File: config.mk
export PLATFORM = sky130hd
export DESIGN_NAME = arbiter4way16
export DESIGN_NICKNAME = d
export VERILOG_FILES = /design/src/rtl/arb4way16_pkg.sv /design/src/rtl/Mux4Way16.sv /design/src/rtl/rr_pick4.sv /design/src/rtl/arbiter4way16.sv
export SDC_FILE = /design/constraint.sdc
export NUM_CORES = 1
export LEC_CHECK = 0
export CAP_MARGIN = 15
export CORE_ASPECT_RATIO = 1.4
export CORE_MARGIN = 3
export CORE_UTILIZATION = 35
export CTS_CLUSTER_SIZE = 25
export DETAILED_ROUTE_END_ITERATION = 10
export GPL_ROUTABILITY_DRIVEN = 0
export PLACE_DENSITY = 0.77
export SLEW_MARGIN = 10
export SYNTH_ARGS = -nofsm -noshare
export SYNTH_HDL_FRONTEND = slang
export SYNTH_SLANG_ARGS = --single-unit
File: constraint.sdc
create_clock -name clk -period 3.4 [get_ports clk]
set_input_delay 0.68 -clock clk [delete_from_list [all_inputs] [get_ports clk]]
set_output_delay 0.68 -clock clk [all_outputs]
set_load 0.01 [all_outputs]
File: src/rtl/arb4way16_pkg.sv
// arb4way16_pkg: shared widths, arbiter state enum and round-robin pointer helper
package arb4way16_pkg;
  localparam int ARB_N = 4;
  localparam int ARB_W = 16;
  typedef enum logic [1:0] {EMPTY, FULL, LOCKED} state_t;
  function automatic logic [1:0] rr_next(input logic [1:0] p);
    return p + 2'd1;
  endfunction
endpackage

File: src/rtl/Mux4Way16.sv
// Mux4Way16: 16-bit 4:1 mux (a,b,c,d in; sel in; out = selected word)
module Mux4Way16 (
  input  logic [15:0] a,
  input  logic [15:0] b,
  input  logic [15:0] c,
  input  logic [15:0] d,
  input  logic [1:0]  sel,
  output logic [15:0] out
);
  assign out = sel[1] ? (sel[0] ? d : c) : (sel[0] ? b : a);
endmodule

File: src/rtl/rr_pick4.sv
// rr_pick4: rotating-priority picker (req,ptr in; grant one-hot, id, any out), first set bit at or after ptr wins
module rr_pick4
  import arb4way16_pkg::*;
(
  input  logic [ARB_N-1:0] req,
  input  logic [1:0]       ptr,
  output logic [ARB_N-1:0] grant,
  output logic [1:0]       id,
  output logic             any
);
  logic [3:0] rot;
  logic [1:0] off;
  always_comb begin
    rot = 4'({req, req} >> ptr);
    off = rot[0] ? 2'd0 : rot[1] ? 2'd1 : rot[2] ? 2'd2 : 2'd3;
    id = ptr + off;
    any = |req;
    grant = any ? 4'b0001 << id : 4'b0000;
  end
endmodule

File: src/rtl/arbiter4way16.sv
// arbiter4way16: 4-way round-robin arbiter with registered valid/ready output (clk,rst_n,a-d,req_valid,req_lock in; req_ready,out_valid,out_data,out_id out; out_ready in); ARB4WAY16_BURST_EN enables grant locking
module arbiter4way16
  import arb4way16_pkg::*;
(
  input  logic             clk,
  input  logic             rst_n,
  input  logic [ARB_W-1:0] a,
  input  logic [ARB_W-1:0] b,
  input  logic [ARB_W-1:0] c,
  input  logic [ARB_W-1:0] d,
  input  logic [ARB_N-1:0] req_valid,
  input  logic [ARB_N-1:0] req_lock,
  output logic [ARB_N-1:0] req_ready,
  output logic             out_valid,
  output logic [ARB_W-1:0] out_data,
  output logic [1:0]       out_id,
  input  logic             out_ready
);
  state_t state;
  logic [1:0] ptr, win_id;
  logic [ARB_N-1:0] req_eff, grant;
  logic [ARB_W-1:0] mux_out;
  logic any, load_ok, locked;
`ifdef ARB4WAY16_BURST_EN
  assign locked = state == LOCKED && req_valid[out_id];
`else
  logic unused_lock;
  assign unused_lock = ^req_lock;
  assign locked = 1'b0;
`endif
  assign out_valid = state != EMPTY;
  assign load_ok = !out_valid || out_ready;
  assign req_eff = locked ? 4'b0001 << out_id : req_valid;
  assign req_ready = (rst_n && load_ok) ? grant : '0;
  rr_pick4 u_pick (.req(req_eff), .ptr(ptr), .grant(grant), .id(win_id), .any(any));
  Mux4Way16 u_mux (.a(a), .b(b), .c(c), .d(d), .sel(win_id), .out(mux_out));
  always_ff @(posedge clk) begin
    if (!rst_n) begin
      state <= EMPTY;
      ptr <= 2'd0;
      out_data <= '0;
      out_id <= 2'd0;
    end else if (load_ok) begin
      if (any) begin
        out_data <= mux_out;
        out_id <= win_id;
`ifdef ARB4WAY16_BURST_EN
        state <= req_lock[win_id] ? LOCKED : FULL;
        ptr <= req_lock[win_id] ? ptr : rr_next(win_id);
`else
        state <= FULL;
        ptr <= rr_next(win_id);
`endif
      end else begin
        state <= EMPTY;
`ifdef ARB4WAY16_BURST_EN
        if (state == LOCKED) ptr <= rr_next(out_id);
`endif
      end
    end
  end
endmodule

==> flow_summary.json <==
{
  "p_switching_w": 0.000677,
  "worst-r2r-cell-count": 13,
  "hold_viol": 0,
  "syn_area_per_cell_sq_um": 8.90,
  "synth_compound_area_share_pct": 17.2,
  "power_frac_comb_pct": 66.9,
  "nNetsFinal": 340,
  "status": "complete, no violations",
  "slew_violations": 0,
  "synth_top_family_by_area": "multiplexers",
  "synth_simple_gate_area_share_pct": 19.5,
  "via_per_inst": 5.22,
  "drt_iter0_drc": 50,
  "clk_pin_slew_ns": 0.08,
  "reg2reg_from": "ptr[0]",
  "period_minus_slack_ns": 3.27,
  "post-route-period-util_pct": 96.0,
  "synth_xor_area_share_pct": 0,
  "clock_sink_count": 21,
  "placed_cell_area_sq_mm": 0.00243,
  "yosysWarnings": 0,
  "hold_path_class": "flip-flop to flip-flop",
  "startpoint": "req_valid[1]",
  "synth-seq-cells": 21,
  "p_seq_share_pct": 23.9,
  "syn_nets": 231,
  "synthCells": 155,
  "cts_root_buffer": "clkbuf_8",
  "coreArea_sq_mm": 0.00371,
  "synthAdderAreaFrac_pct": 0.907,
  "ant_nets": 0,
  "final_common_cell": "clkdlybuf4s50_1",
  "netlist_area_sq_mm": 0.00138,
  "port_buffers": 93,
  "ys_seq_area_share_pct": 30.5,
  "fin_worst_skew_ns": 0.00177,
  "grt_pass1_vias": 1529,
  "cts_buffers": 3,
  "drc": 0,
  "fmax_mhz": 306,
  "fin_util_pct": 68.4,
  "initial_core_util_pct": 37.2,
  "cts_max_level": 1,
  "syn2layout_area_growth_pct": 84.0,
  "die_x_um": 59.0,
  "crit_type": "input pin to output port",
  "num_vias": 1592,
  "dp_slack_ns": -0.600,
  "totalWireLength_mm": 4.36,
  "antenna_found_initial": 0,
  "worstPathRequired_ns": 2.72,
  "firstDrtPassIters": 4,
  "intPower_w": 0.00108,
  "tritoncts": "yes",
  "drive_gt1_share_pct": 16.7,
  "grt-ovfl-total": 0,
  "p_total_w": 0.00176,
  "relSlewSlack_pct": 75.3,
  "synthMuxAreaShare_pct": 25.5,
  "dieArea_sq_mm": 0.00474,
  "fp.dieH_um": 80.3,
  "power.density_mw_per_mm2": 693,
  "worst_ep_arrival_time_ns": 2.59,
  "rr_endpoint": "out_data[9]",
  "rsz0062_at_grt": "no",
  "p_sw_share_pct": 38.5,
  "clkPwrFrac_pct": 9.1,
  "peakVddDrop_v": 0.000409,
  "grt_pass1_wl_mm": 6.74,
  "rows": 26,
  "hold_buffers": 0,
  "cp-endpoint": "req_ready[2]",
  "post_drt_wl_per_cell_um": 14.3,
  "hold_ws_ns": 0.485,
  "startpoint_type": "input pin",
  "finalSetupViolations": 0,
  "yosysUniqueCellTypes": 28,
  "end_kind": "output port",
  "regToRegSetupSlack_ns": 0.78,
  "dp_hpwl_mm": 3.39,
  "grt_util_all_layers_pct": 18.6,
  "power_leakage_nw": 1.09,
  "setup_ws_ns": 0.135,
  "top_level_ports": 98,
  "layout_common_cells": "clkdlybuf4s50_1 (85), mux2i_1 (34), nor2_1 (22), buf_4 (22), dfxtp_1 (21)",
  "cp_max_fo": 3,
  "design_area_sq_mm": 0.00254,
  "clk_latency_ns": 0.25,
  "diodes": 0,
  "cts_buffer_depth": 2,
  "grt_start_max_net_pins": 21,
  "maxCapViolCount": 0,
  "tightest_slew_ns": 0.368
}
## power groups by stage
| stage | sequential [W] | combinational [W] | clock (W) |
|---|---|---|---|
| floorplan | 0.000444 | 0.000671 | 0 |
| global placement | 0.000415 | 0.00111 | 0 |
| detailed placement | 0.000416 | 0.00113 | 0 |
| CTS | 0.000418 | 0.00118 | 0.000164 |
| global route | 0.000438 | 0.00127 | 0.000176 |
| finish | 0.000421 | 0.00118 | 0.000161 |
## cell families after synthesis
group	after synthesis
simple gates	54
fa+ha+maj	1
compound gates	28
flops	21
buf+inv	16
mux	35
## routing by layer
metal | up-vias | global-route usage [%] | routed length [um]
li1 | 801 | - | -
met1 | 712 | 19.3 | 1580
met2 | 69 | 34.1 | 2340
met3 | 10 | 4.66 | 310
met4 | 0 | 7.94 | 128
met5 | - | 0 | 0
## worst min path at each step
stage / endpoint / cells after the start / slack (ns) / start
after detailed placement: state[0] / 2 / 0.47 / state[0]
after CTS: state[0] / 2 / 0.48 / state[0]
final: state[0] / 2 / 0.48 / state[0]
after floorplan: state[0] / 2 / 0.49 / state[0]
after global placement: state[0] / 2 / 0.46 / state[0]
after global routing: out_data[7] / 1 / 0.51 / out_data[7]
## per-stage QoR
step	TNS (ns)	instances
after floorplan	0	155
after global placement	-2.18	297
after detailed placement	-2.25	297
after CTS	0	305
after global routing	0	305
final	0	305
## timing repair
action	CTS	global route
gates resized for setup	34	4
buffers inserted	4	0
pin swaps	5	3
setup endpoints to repair	4	4
## sequential cells by signal (all words and copies together) (netlist names)
register  count
out_data     16
state         1
ptr           2
out_id        2
## worst max-delay path, stage by stage
cell and delay [ns]:
dlygate4sd2_1 0.25, buf_4 0.15, o21ai_1 0.14, o21ai_1 0.08, o211ai_1 0.10, ha_2 0.27, nand2_2 0.08, nor4_4 0.21
nor4_4 0.09, buf_4 0.16, nor3_2 0.19, buf_2 0.18
## cell usage after synthesis (all sizes together)
library cell   n  area [sq um]
nor3          18          90.1
o211ai         1          7.51
o21ai          3          15.0
ha             1          12.5
o311a          1          10.0
buf            5          46.3
inv            4          15.0
clkbuf         7          26.3
a31oi          1          6.26
mux2i         34           340
nor4           3          33.8
a211o          1          8.76
a211oi         2          15.0
mux2           1          11.3
a21oi          3          15.0
and3           1          6.26
a221o         16           160
nor2          22          82.6
nor4b          1          8.76
nand2          5          18.8
nor2b          1          6.26
and2           2          15.0
dfxtp         21           420
nor3b          1          7.51
## layout make-up
| class | instances | area, sq um |
|---|---|---|
| multi-input cells | 118 | 926 |
| fillers | 316 | 1170 |
| well taps | 42 | 52.6 |
| clock buffers | 4 | 45.0 |
| repair buffers | 116 | 1080 |
| flip-flops and latches | 21 | 420 |
| inverters | 4 | 15.0 |
(Power assumes the default switching activity.)
